<file path="config.mk">
export PLATFORM = sky130hd
export DESIGN_NAME = spi_sequencer
export DESIGN_NICKNAME = d
export VERILOG_FILES = /design/src/rtl/spi_sequencer.sv
export SDC_FILE = /design/constraint.sdc
export NUM_CORES = 1
export LEC_CHECK = 0
export ABC_CLOCK_PERIOD_IN_PS = 4600
export CAP_MARGIN = 20
export CORE_MARGIN = 2
export CORE_UTILIZATION = 50
export CTS_CLUSTER_SIZE = 28
export DETAILED_ROUTE_END_ITERATION = 7
export PLACE_DENSITY = 0.8
export SYNTH_ARGS = -nofsm -noshare
export SYNTH_HDL_FRONTEND = slang
export SYNTH_SLANG_ARGS = --single-unit
</file>
<file path="constraint.sdc">
create_clock -name CLK -period 4.6 [get_ports CLK]
set_input_delay 0.92 -clock CLK [delete_from_list [all_inputs] [get_ports CLK]]
set_output_delay 0.92 -clock CLK [all_outputs]
set_load 0.02 [all_outputs]
</file>
<file path="src/rtl/spi_sequencer.sv">
// spi_sequencer: queues 32-bit SPI commands, runs them one at a time on an
// SPI controller and queues the returned words in command order.
// Ports: CLK, RESET (sync, active-high); CMD_* command push (valid/ready);
// RSP_* response pop (valid/ready); SPI_* controller kick/busy/dout;
// SEQ_IDLE status; TIMEOUT_ERR sticky wait-timeout flag.
// Build option: define SPI_SEQ_TIMEOUT_EN to bound every wait state to
// TIMEOUT_CYCLES cycles; without it the waits are unbounded.

module spi_sequencer #(
    parameter int CMD_DEPTH      = 4,
    parameter int RSP_DEPTH      = 4,
    parameter int TIMEOUT_CYCLES = 65535
) (
    input  logic        CLK,
    input  logic        RESET,
    input  logic        CMD_VALID,
    output logic        CMD_READY,
    input  logic [31:0] CMD_DATA,
    input  logic        CMD_NORESP,
    output logic        RSP_VALID,
    input  logic        RSP_READY,
    output logic [31:0] RSP_DATA,
    output logic        RSP_ERR,
    output logic        SPI_KICK,
    output logic [31:0] SPI_DIN,
    input  logic        SPI_BUSY,
    input  logic [31:0] SPI_DOUT,
    input  logic        SPI_DOUT_VALID,
    output logic        SEQ_IDLE,
    output logic        TIMEOUT_ERR
);
    localparam int CAW = $clog2(CMD_DEPTH);
    localparam int RAW = $clog2(RSP_DEPTH);

    typedef enum logic [2:0] {
        IDLE,
        KICK,
        WAIT_BUSY,
        WAIT_DONE,
        WAIT_IDLE
    } state_t;

    state_t      state_q;
    logic        kick_q;
    logic [31:0] din_q;
    // Set while the running command owes the response FIFO one entry.
    logic        rsv_q;

    // ---------------- command FIFO ----------------
    logic [31:0]  cmd_data_mem [CMD_DEPTH];
    logic         cmd_nr_mem   [CMD_DEPTH];
    logic [CAW:0] cmd_wr_q, cmd_wr_d;
    logic [CAW:0] cmd_rd_q, cmd_rd_d;
    logic         cmd_empty, cmd_full;
    logic         cmd_push, cmd_pop;
    logic [31:0]  cmd_head_data;
    logic         cmd_head_nr;

    assign cmd_empty = (cmd_wr_q == cmd_rd_q);
    assign cmd_full  = (cmd_wr_q[CAW] != cmd_rd_q[CAW]) &&
                       (cmd_wr_q[CAW-1:0] == cmd_rd_q[CAW-1:0]);
    assign CMD_READY = !cmd_full && !RESET;
    assign cmd_push  = CMD_VALID && CMD_READY;
    assign cmd_wr_d  = cmd_wr_q + (CAW+1)'(cmd_push);
    assign cmd_rd_d  = cmd_rd_q + (CAW+1)'(cmd_pop);

    assign cmd_head_data = cmd_data_mem[cmd_rd_q[CAW-1:0]];
    assign cmd_head_nr   = cmd_nr_mem[cmd_rd_q[CAW-1:0]];

    always_ff @(posedge CLK) begin
        if (RESET) begin
            cmd_wr_q <= '0;
            cmd_rd_q <= '0;
        end else begin
            cmd_wr_q <= cmd_wr_d;
            cmd_rd_q <= cmd_rd_d;
        end
    end

    always_ff @(posedge CLK) begin
        if (cmd_push) begin
            cmd_data_mem[cmd_wr_q[CAW-1:0]] <= CMD_DATA;
            cmd_nr_mem[cmd_wr_q[CAW-1:0]]   <= CMD_NORESP;
        end
    end

    // ---------------- response FIFO ----------------
    logic [31:0]  rsp_data_mem [RSP_DEPTH];
    logic         rsp_err_mem  [RSP_DEPTH];
    logic [RAW:0] rsp_wr_q, rsp_wr_d;
    logic [RAW:0] rsp_rd_q, rsp_rd_d;
    logic [RAW:0] rsp_used;
    logic         rsp_empty, rsp_room;
    logic         rsp_push, rsp_pop;
    logic [31:0]  rsp_push_data;
    logic         rsp_push_err;

    assign rsp_empty = (rsp_wr_q == rsp_rd_q);
    // Occupancy plus the slot promised to the command in flight.
    assign rsp_used  = (rsp_wr_q - rsp_rd_q) + (RAW+1)'(rsv_q);
    assign rsp_room  = rsp_used < (RAW+1)'(RSP_DEPTH);
    assign RSP_VALID = !rsp_empty;
    assign rsp_pop   = RSP_VALID && RSP_READY;
    assign rsp_wr_d  = rsp_wr_q + (RAW+1)'(rsp_push);
    assign rsp_rd_d  = rsp_rd_q + (RAW+1)'(rsp_pop);

    assign RSP_DATA = RSP_VALID ? rsp_data_mem[rsp_rd_q[RAW-1:0]] : '0;
    assign RSP_ERR  = RSP_VALID ? rsp_err_mem[rsp_rd_q[RAW-1:0]] : 1'b0;

    always_ff @(posedge CLK) begin
        if (RESET) begin
            rsp_wr_q <= '0;
            rsp_rd_q <= '0;
        end else begin
            rsp_wr_q <= rsp_wr_d;
            rsp_rd_q <= rsp_rd_d;
        end
    end

    always_ff @(posedge CLK) begin
        if (rsp_push) begin
            rsp_data_mem[rsp_wr_q[RAW-1:0]] <= rsp_push_data;
            rsp_err_mem[rsp_wr_q[RAW-1:0]]  <= rsp_push_err;
        end
    end

    // ---------------- sequencing ----------------
    logic start;
    logic adv;
    logic tmo_hit;

    assign start = (state_q == IDLE) && !cmd_empty && !SPI_BUSY &&
                   (cmd_head_nr || rsp_room);
    assign cmd_pop = start;

    // Wait state is about to leave through its normal exit.
    assign adv = ((state_q == WAIT_BUSY) && SPI_BUSY) ||
                 ((state_q == WAIT_DONE) && SPI_DOUT_VALID) ||
                 ((state_q == WAIT_IDLE) && !SPI_BUSY);

    // A timeout only pushes the error word if the real word never arrived.
    assign rsp_push = rsv_q &&
                      (((state_q == WAIT_DONE) && SPI_DOUT_VALID) || tmo_hit);
    assign rsp_push_data = tmo_hit ? 32'hFFFF_FFFF : SPI_DOUT;
    assign rsp_push_err  = tmo_hit;

`ifdef SPI_SEQ_TIMEOUT_EN
    localparam int TW = $clog2(TIMEOUT_CYCLES + 1);

    logic [TW-1:0] tmo_cnt_q, tmo_cnt_d;
    logic          tmo_err_q;
    logic          in_wait;

    assign in_wait = (state_q == WAIT_BUSY) || (state_q == WAIT_DONE) ||
                     (state_q == WAIT_IDLE);
    assign tmo_hit = in_wait && !adv &&
                     (tmo_cnt_q == TW'(TIMEOUT_CYCLES - 1));
    // Cleared on every entry into a wait state.
    assign tmo_cnt_d = ((state_q == KICK) || adv) ? '0 :
                       tmo_cnt_q + TW'(in_wait);

    always_ff @(posedge CLK) begin
        if (RESET) begin
            tmo_cnt_q <= '0;
            tmo_err_q <= 1'b0;
        end else begin
            tmo_cnt_q <= tmo_cnt_d;
            if (tmo_hit)
                tmo_err_q <= 1'b1;
        end
    end

    assign TIMEOUT_ERR = tmo_err_q;
`else
    logic unused_tmo;

    assign unused_tmo  = ^TIMEOUT_CYCLES;
    assign tmo_hit     = 1'b0;
    assign TIMEOUT_ERR = 1'b0;
`endif

    always_ff @(posedge CLK) begin
        if (RESET) begin
            state_q <= IDLE;
            kick_q  <= 1'b0;
            din_q   <= '0;
            rsv_q   <= 1'b0;
        end else begin
            kick_q <= 1'b0;
            unique case (state_q)
                IDLE: begin
                    if (start) begin
                        state_q <= KICK;
                        kick_q  <= 1'b1;
                        din_q   <= cmd_head_data;
                        rsv_q   <= !cmd_head_nr;
                    end
                end
                KICK: state_q <= WAIT_BUSY;
                WAIT_BUSY: begin
                    if (SPI_BUSY) begin
                        state_q <= WAIT_DONE;
                    end else if (tmo_hit) begin
                        state_q <= IDLE;
                        rsv_q   <= 1'b0;
                    end
                end
                WAIT_DONE: begin
                    if (SPI_DOUT_VALID) begin
                        state_q <= WAIT_IDLE;
                        rsv_q   <= 1'b0;
                    end else if (tmo_hit) begin
                        state_q <= IDLE;
                        rsv_q   <= 1'b0;
                    end
                end
                WAIT_IDLE: begin
                    if (!SPI_BUSY || tmo_hit)
                        state_q <= IDLE;
                end
                default: state_q <= IDLE;
            endcase
        end
    end

    assign SPI_KICK = kick_q;
    assign SPI_DIN  = din_q;
    assign SEQ_IDLE = (state_q == IDLE) && cmd_empty;

endmodule

</file>
**After elaboration in Yosys (flattened, before gate mapping)**

Memory sizes are Yosys's and may differ from the RTL's. A register that Yosys moved wholly into a read port is not among the register bits.
Cells that the tools add are included.

- Bits in registers: 17
- Bits in writable memories: 260
- Input bits: 71
- Output and inout port bits: 70
- Logic and storage cells: 70
- Memories: 3

- Add/sub/neg operators: 6
- $lt $le $gt $ge: 1
- Equality and inequality tests: 12
- Mux-type cells: 17
- Bitwise operators: 1
- Reduce and logical (&&, ||, !) cells: 23

Memories:

| memory | depth | bits a word | read ports | clocked after memory_dff | write ports | RTL line | RTL |
|---|---|---|---|---|---|---|---|
| cmd_data_mem | 4 | 32 | 1 | 1 | 1 | 50 | `logic [31:0] cmd_data_mem [CMD_DEPTH];` |
| rsp_data_mem | 4 | 32 | 1 | 1 | 1 | 88 | `logic [31:0] rsp_data_mem [RSP_DEPTH];` |
| cmd_nr_mem | 4 | 1 | 1 | 1 | 1 | 51 | `logic cmd_nr_mem [CMD_DEPTH];` |

Operator list:

| kind | count |
|---|---|
| two-way mux 32 bit | 1 |
| adder 3 x 1 -> 3 bit | 5 |
| one-hot mux 3 bit (5 select lines) | 1 |
| two-way mux 3 bit | 4 |
| logical AND 1 bit | 10 |
| two-way mux 1 bit | 8 |
| != test 2 bit, second input constant | 4 |
| == test 3 x 2 -> 1 bit, second input constant | 2 |
| == test 3 bit | 2 |
| zero test 1 bit | 6 |
| two-way mux 2 bit | 2 |
| AND reduction 4 bit | 1 |
| == test 3 x 1 -> 1 bit, second input constant | 1 |
| == test 3 bit, second input constant | 1 |
| zero test 3 bit | 1 |
| less-than comparator 3 bit, second input constant | 1 |
| AND reduction 3 bit | 1 |
| subtractor 3 bit | 1 |
| == test 2 bit | 1 |
| one-hot mux 1 bit (2 select lines) | 1 |
| AND reduction 2 bit | 1 |
| nonzero test 2 bit | 1 |
| OR reduction 2 bit | 1 |
| logical OR 1 bit | 1 |
| 2 further kinds | 2 |

**Logic depth before layout (Yosys ltp)**

- Depth after elaboration: 7
- Gate-level depth with buffers: 14
- Gate-level depth less buffers: 12

**Worst setup path after synthesis**

OpenSTA, ideal clock, no wires.

- Path type: in2reg
- Start point: input port RESET
- End point: memory cmd_data_mem[0][0], enable pin
- Setup time: 0.471 ns
- Arrival time: 4.272 ns
- Required time: 4.129 ns
- Slack: -0.144 ns
- Cell stages on the path: 4
- Buffers on the path: 1
- Cells stage by stage: clkbuf_1 -> a31oi_1 -> and2_1 -> nor3b_1

- Cells in the longest elaborated chain, start to end: 5

Ends and longest elaborated chain:

| item | RTL line | RTL |
|---|---|---|
| start: declaration | 15 | `input logic RESET,` |
| zero test 1 bit | 62 | `assign CMD_READY = !cmd_full && !RESET;` |
| logical AND 1 bit | 62 |  |
| net CMD_READY | 17 | `output logic CMD_READY,` |
| logical AND 1 bit | 63 | `assign cmd_push = CMD_VALID && CMD_READY;` |
| two-way mux 1 bit | 81 | `if (cmd_push) begin` |
| two-way mux 1 bit (not written as such) | 82 | `cmd_data_mem[cmd_wr_q[CAW-1:0]] <= CMD_DATA;` |
| end: declaration | 50 |  |

The timed path passes the listed nets, and every way through them passes these cells.

**Worst setup path in the final report**

- Start point: register rsp_wr_q[0]
- End point: output port RSP_DATA[13]

- Cells in the longest elaborated chain, start to end: 2

Ends and longest elaborated chain:

| item | RTL line | RTL |
|---|---|---|
| start: declaration | 90 | `logic [RAW:0] rsp_wr_q, rsp_wr_d;` |
| start signal: assignment | 115 | `rsp_wr_q <= rsp_wr_d;` |
| == test 3 bit | 98 | `assign rsp_empty = (rsp_wr_q == rsp_rd_q);` |
| two-way mux 32 bit | 107 | `assign RSP_DATA = RSP_VALID ? rsp_data_mem[rsp_rd_q[RAW-1:0]] : '0;` |
| end: declaration | 22 | `output logic [31:0] RSP_DATA,` |

Every way passes these cells.

==> impl_metrics.csv <==
group,metric,value,unit
cells_and_area,num_antenna_cells,0,
synthesis,synth_top_family_by_area,"multiplexers",
sta,timing.final.crit_share,0.774,
sta,drv_slew,0,
clock_tree,cts_max_level,1,
synthesis,synth.area.top_cells,"edfxtp_1 (66%), mux4_2 (12%), dfxtp_1 (8.2%)",
cells_and_area,fillers,1641,
synthesis,async_flop_share,0,
placement,io_buffers,138,
drt,dr.pass1.iters,5,
worst_hold_path,min_path_type,"reg -> reg",
clock_tree,post-cts-setup-buffer-count,0,
clock_tree,ctsHoldBuffers,0,
worst_setup_path,cp.required,3.68,ns
clock_tree,cts_made_buffers,31,
clock_tree,cts_tree,"built",
floorplan,initial_core_util,0.509,
sta,grt_setup_unrepaired,"no",
synthesis,synth_top_area_frac,0.655,
clock_tree,clk_latency,0.56,ns
grt,antenna_found_initial,0,
floorplan,fp.dieW,158,um
clock_tree,clk_pin_slew,0.06,ns
sta,setup_slack,1.04,ns
power,seqPwrFrac,0.487,
power,p_int,5.07,mW
clock_tree,cts_buffer_depth,3,
worst_setup_path,worstSetupPathType,"reg -> out",
power,ir_drop,0.286,mV
sta,fmax,0.281,GHz
synthesis,seq_area_frac_synth,0.738,
grt,grt-ovfl-total,0,
placement,dp_slack,1.31,ns
placement,dp_hpwl,13600,um
power,switching_power,1.47,mW
sta,finalSetupTns,0,ns
synthesis,muxShareOfSynthArea,0.124,
worst_setup_path,cp.buffers_inverters,3,
worst_hold_path,whs_endpoint,"rsv_q",
power,finalPower,6.53,mW
grt,grt_max_degree,65,
synthesis,yosys.area.top_type,"edfxtp_1",
drt,vias,6331,
drt,wl,23300,um
synthesis,ys.flop_type,"edfxtp_1",
placement,gp_congestion,0.762,
worst_setup_path,crit_chain,"inv_1 > ha_1 > and3_1 > buf_4 > nor2b_1 > clkdlybuf4s50_1",
grt,grt_pass1_wl,36100,um
sta,fin_hold_ws,0.536,ns
worst_hold_path,min_from,"rsv_q",
clock_tree,cts_root_buffer,"clkbuf_16",
status,outcome,"completed",
synthesis,synth_xor_area_frac,0.00872,
clock_tree,clock_sinks,309,
synthesis,syn_inst,632,
synthesis,synthDistinctLibCells,41,
worst_setup_path,r2r-start,"rsp_wr_q[1]",
cells_and_area,drive_gt1_frac,0.188,
worst_setup_path,r2r_cells,9,
drt,ant_nets,0,
synthesis,synth_compound_area_frac,0.0468,
power,power.share.combinational,0.109,
worst_setup_path,crit_fanout,34,
drt,drc_errors,0,
worst_setup_path,r2r_end,"cmd_rd_q[1]",
cells_and_area,syn2layout_area_growth,23.7,%
grt,grt_pass1_vias,6703,
floorplan,core,23400,sq um
synthesis,yosys_warnings,0,
drt,wl_per_cell,20.7,um
synthesis,yosys.area_share.simple,0.0511,
power,power_frac_clock,0.404,
synthesis,synth_edf_count,260,
worst_setup_path,crit_path_start_kind,"flop",
sta,fin_crit,3.56,ns
worst_setup_path,cpLargestDelayFamily,"buffers and inverters",
power,p_sw_frac,0.224,
flow_run,maxCapViolations,0,
synthesis,syn_avg_cell_area,18.9,sq um
worst_setup_path,worstSetupEndpointType,"output pin",
synthesis,syn-cell-area,11900,sq um
drt,drt-vias-per-instance,5.64,
cells_and_area,nets,861,
synthesis,yosys-top-cells-count,"edfxtp_1 (260), mux4_2 (65), dfxtp_1 (49), nor2b_1 (42), nand2_1 (36)",
synthesis,ys_seq_elements,309,
synthesis,synth_most_common_cell,"edfxtp_1",
worst_hold_path,hold_depth,2,
drt,drt_iter0_drc,443,
sta,hold_viol,0,
synthesis,synth_fa_ha_area_frac,0.0116,
floorplan,pin_count,141,
sta,clock_skew,0.0169,ns
floorplan,rows,56,
power,p_per_area,443,nW/um^2
worst_setup_path,cp.arrival,2.64,ns
worst_setup_path,r2r_slack,1.73,ns
sta,relSlewSlack,0.356,
floorplan,die_area,25100,sq um
worst_setup_path,critPathSlowestCell,"clkdlybuf4s50_1",
power,p_leak,4.76,nW
worst_setup_path,crit_path_max_incr_delay,0.65,ns
sta,setup_viol,0,
sta,worstMarginPinSlew,0.963,ns
clock_tree,cts_resized,0,
grt,grtUsageTotal,0.188,
floorplan,die_h,158,um
## power groups by stage
stage	logic, mW	registers, mW	clock network [mW]
2_1_floorplan	0.414	3.27	0
3_3_place_gp	0.694	3.23	0
3_5_place_dp	0.713	3.24	0
4_1_cts	0.721	3.18	2.69
5_1_grt	0.765	3.19	2.80
6_report	0.714	3.18	2.64
## final cells by class
| type | instances | area, sq um | area share |
|---|---|---|---|
| tap | 319 | 399 | 0.0271 |
| sequential | 309 | 8790 | 0.597 |
| clock buffer | 34 | 797 | 0.0541 |
| timing repair buffer | 153 | 1510 | 0.102 |
| clock inverter | 24 | 297 | 0.0201 |
| multi-input combinational | 278 | 2920 | 0.198 |
| inverter | 6 | 22.5 | 0.00153 |
## per-stage QoR
stage           util  area, sq um  std cells
5_1_grt        0.630        14700       1123
3_5_place_dp   0.582        13600       1064
2_1_floorplan      -        11900        633
4_1_cts        0.629        14700       1122
6_report       0.630        14700       1123
3_3_place_gp   0.582        13600       1064
## metal layers
layer / GRT usage / wire length, um / up-vias
met2: 0.326 / 11700 / 279
met5: 0 / 0 / -
li1: - / - / 2789
met1: 0.239 / 9160 / 3219
met4: 0.0532 / 531 / 0
met3: 0.0419 / 1930 / 44
## sequential cells by signal, indices dropped and copies added (netlist names)
name and count:
cmd_data_mem 128, rsp_data_mem 128, SPI_DIN 32, cmd_nr_mem 4
cmd_rd_q 3, cmd_wr_q 3, rsp_rd_q 3, rsp_wr_q 3
state_q 3, SPI_KICK 1, rsv_q 1
## cell usage in the layout, fill, tap and decap left out, types with 2 or more instances in the layout
master / synthesis / layout
nand2_1: 36 / 36
clkbuf_16: 0 / 31
nor3b_1: 3 / 2
nor2b_1: 42 / 42
clkinvlp_4: 0 / 2
bufinv_16: 0 / 6
and2_1: 2 / 2
edfxtp_1: 260 / 260
nor2_1: 10 / 8
and3_1: 4 / 3
ha_1: 11 / 11
mux4_2: 65 / 65
inv_6: 0 / 2
nor3_2: 0 / 2
a31o_1: 32 / 32
nor3_1: 5 / 3
clkdlybuf4s50_1: 0 / 138
xnor2_1: 8 / 8
clkinv_1: 0 / 4
a21oi_1: 34 / 34
buf_4: 2 / 14
a31oi_1: 2 / 2
nand3_1: 4 / 4
clkinv_2: 0 / 7
clkbuf_1: 20 / 2
inv_1: 5 / 5
dfxtp_2: 0 / 3
conb_1: 1 / 2
dfxtp_1: 49 / 46
clkinv_4: 0 / 2
## how the worst max path moves through the flow
stage                              start                  to  slack, ns  cells after the start
after floorplan           SPI_DOUT_VALID  rsp_data_mem[0][0]       0.91                      2
after global placement             RESET           CMD_READY       1.31                      4
after detailed placement           RESET           CMD_READY       1.31                      4
after CTS                    rsp_wr_q[0]        RSP_DATA[13]       0.99                      6
after global routing         rsp_wr_q[0]        RSP_DATA[13]       0.89                      6
final                        rsp_wr_q[0]        RSP_DATA[13]       1.04                      6
## cell families (layout without fill, tap and decap cells)
| kind of cell | after synthesis | count (layout) |
|---|---|---|
| buf+inv | 46 | 217 |
| fa+ha+maj | 11 | 11 |
| flops | 309 | 309 |
| mux | 66 | 66 |
| other cells | 1 | 2 |
| simple gates | 112 | 112 |
| compound gates | 77 | 77 |
| xor+xnor | 10 | 10 |
## worst register-to-register path, stage by stage (launching register included)
cell	delay, ns
dfxtp_1	0.43
ha_1	0.28
ha_1	0.29
and3b_1	0.21
o21a_4	0.23
o21ba_4	0.22
nor2_8	0.47
ha_1	0.27
ha_1	0.23
nor2b_1	0.13
Power figures use the tool's default switching activity.
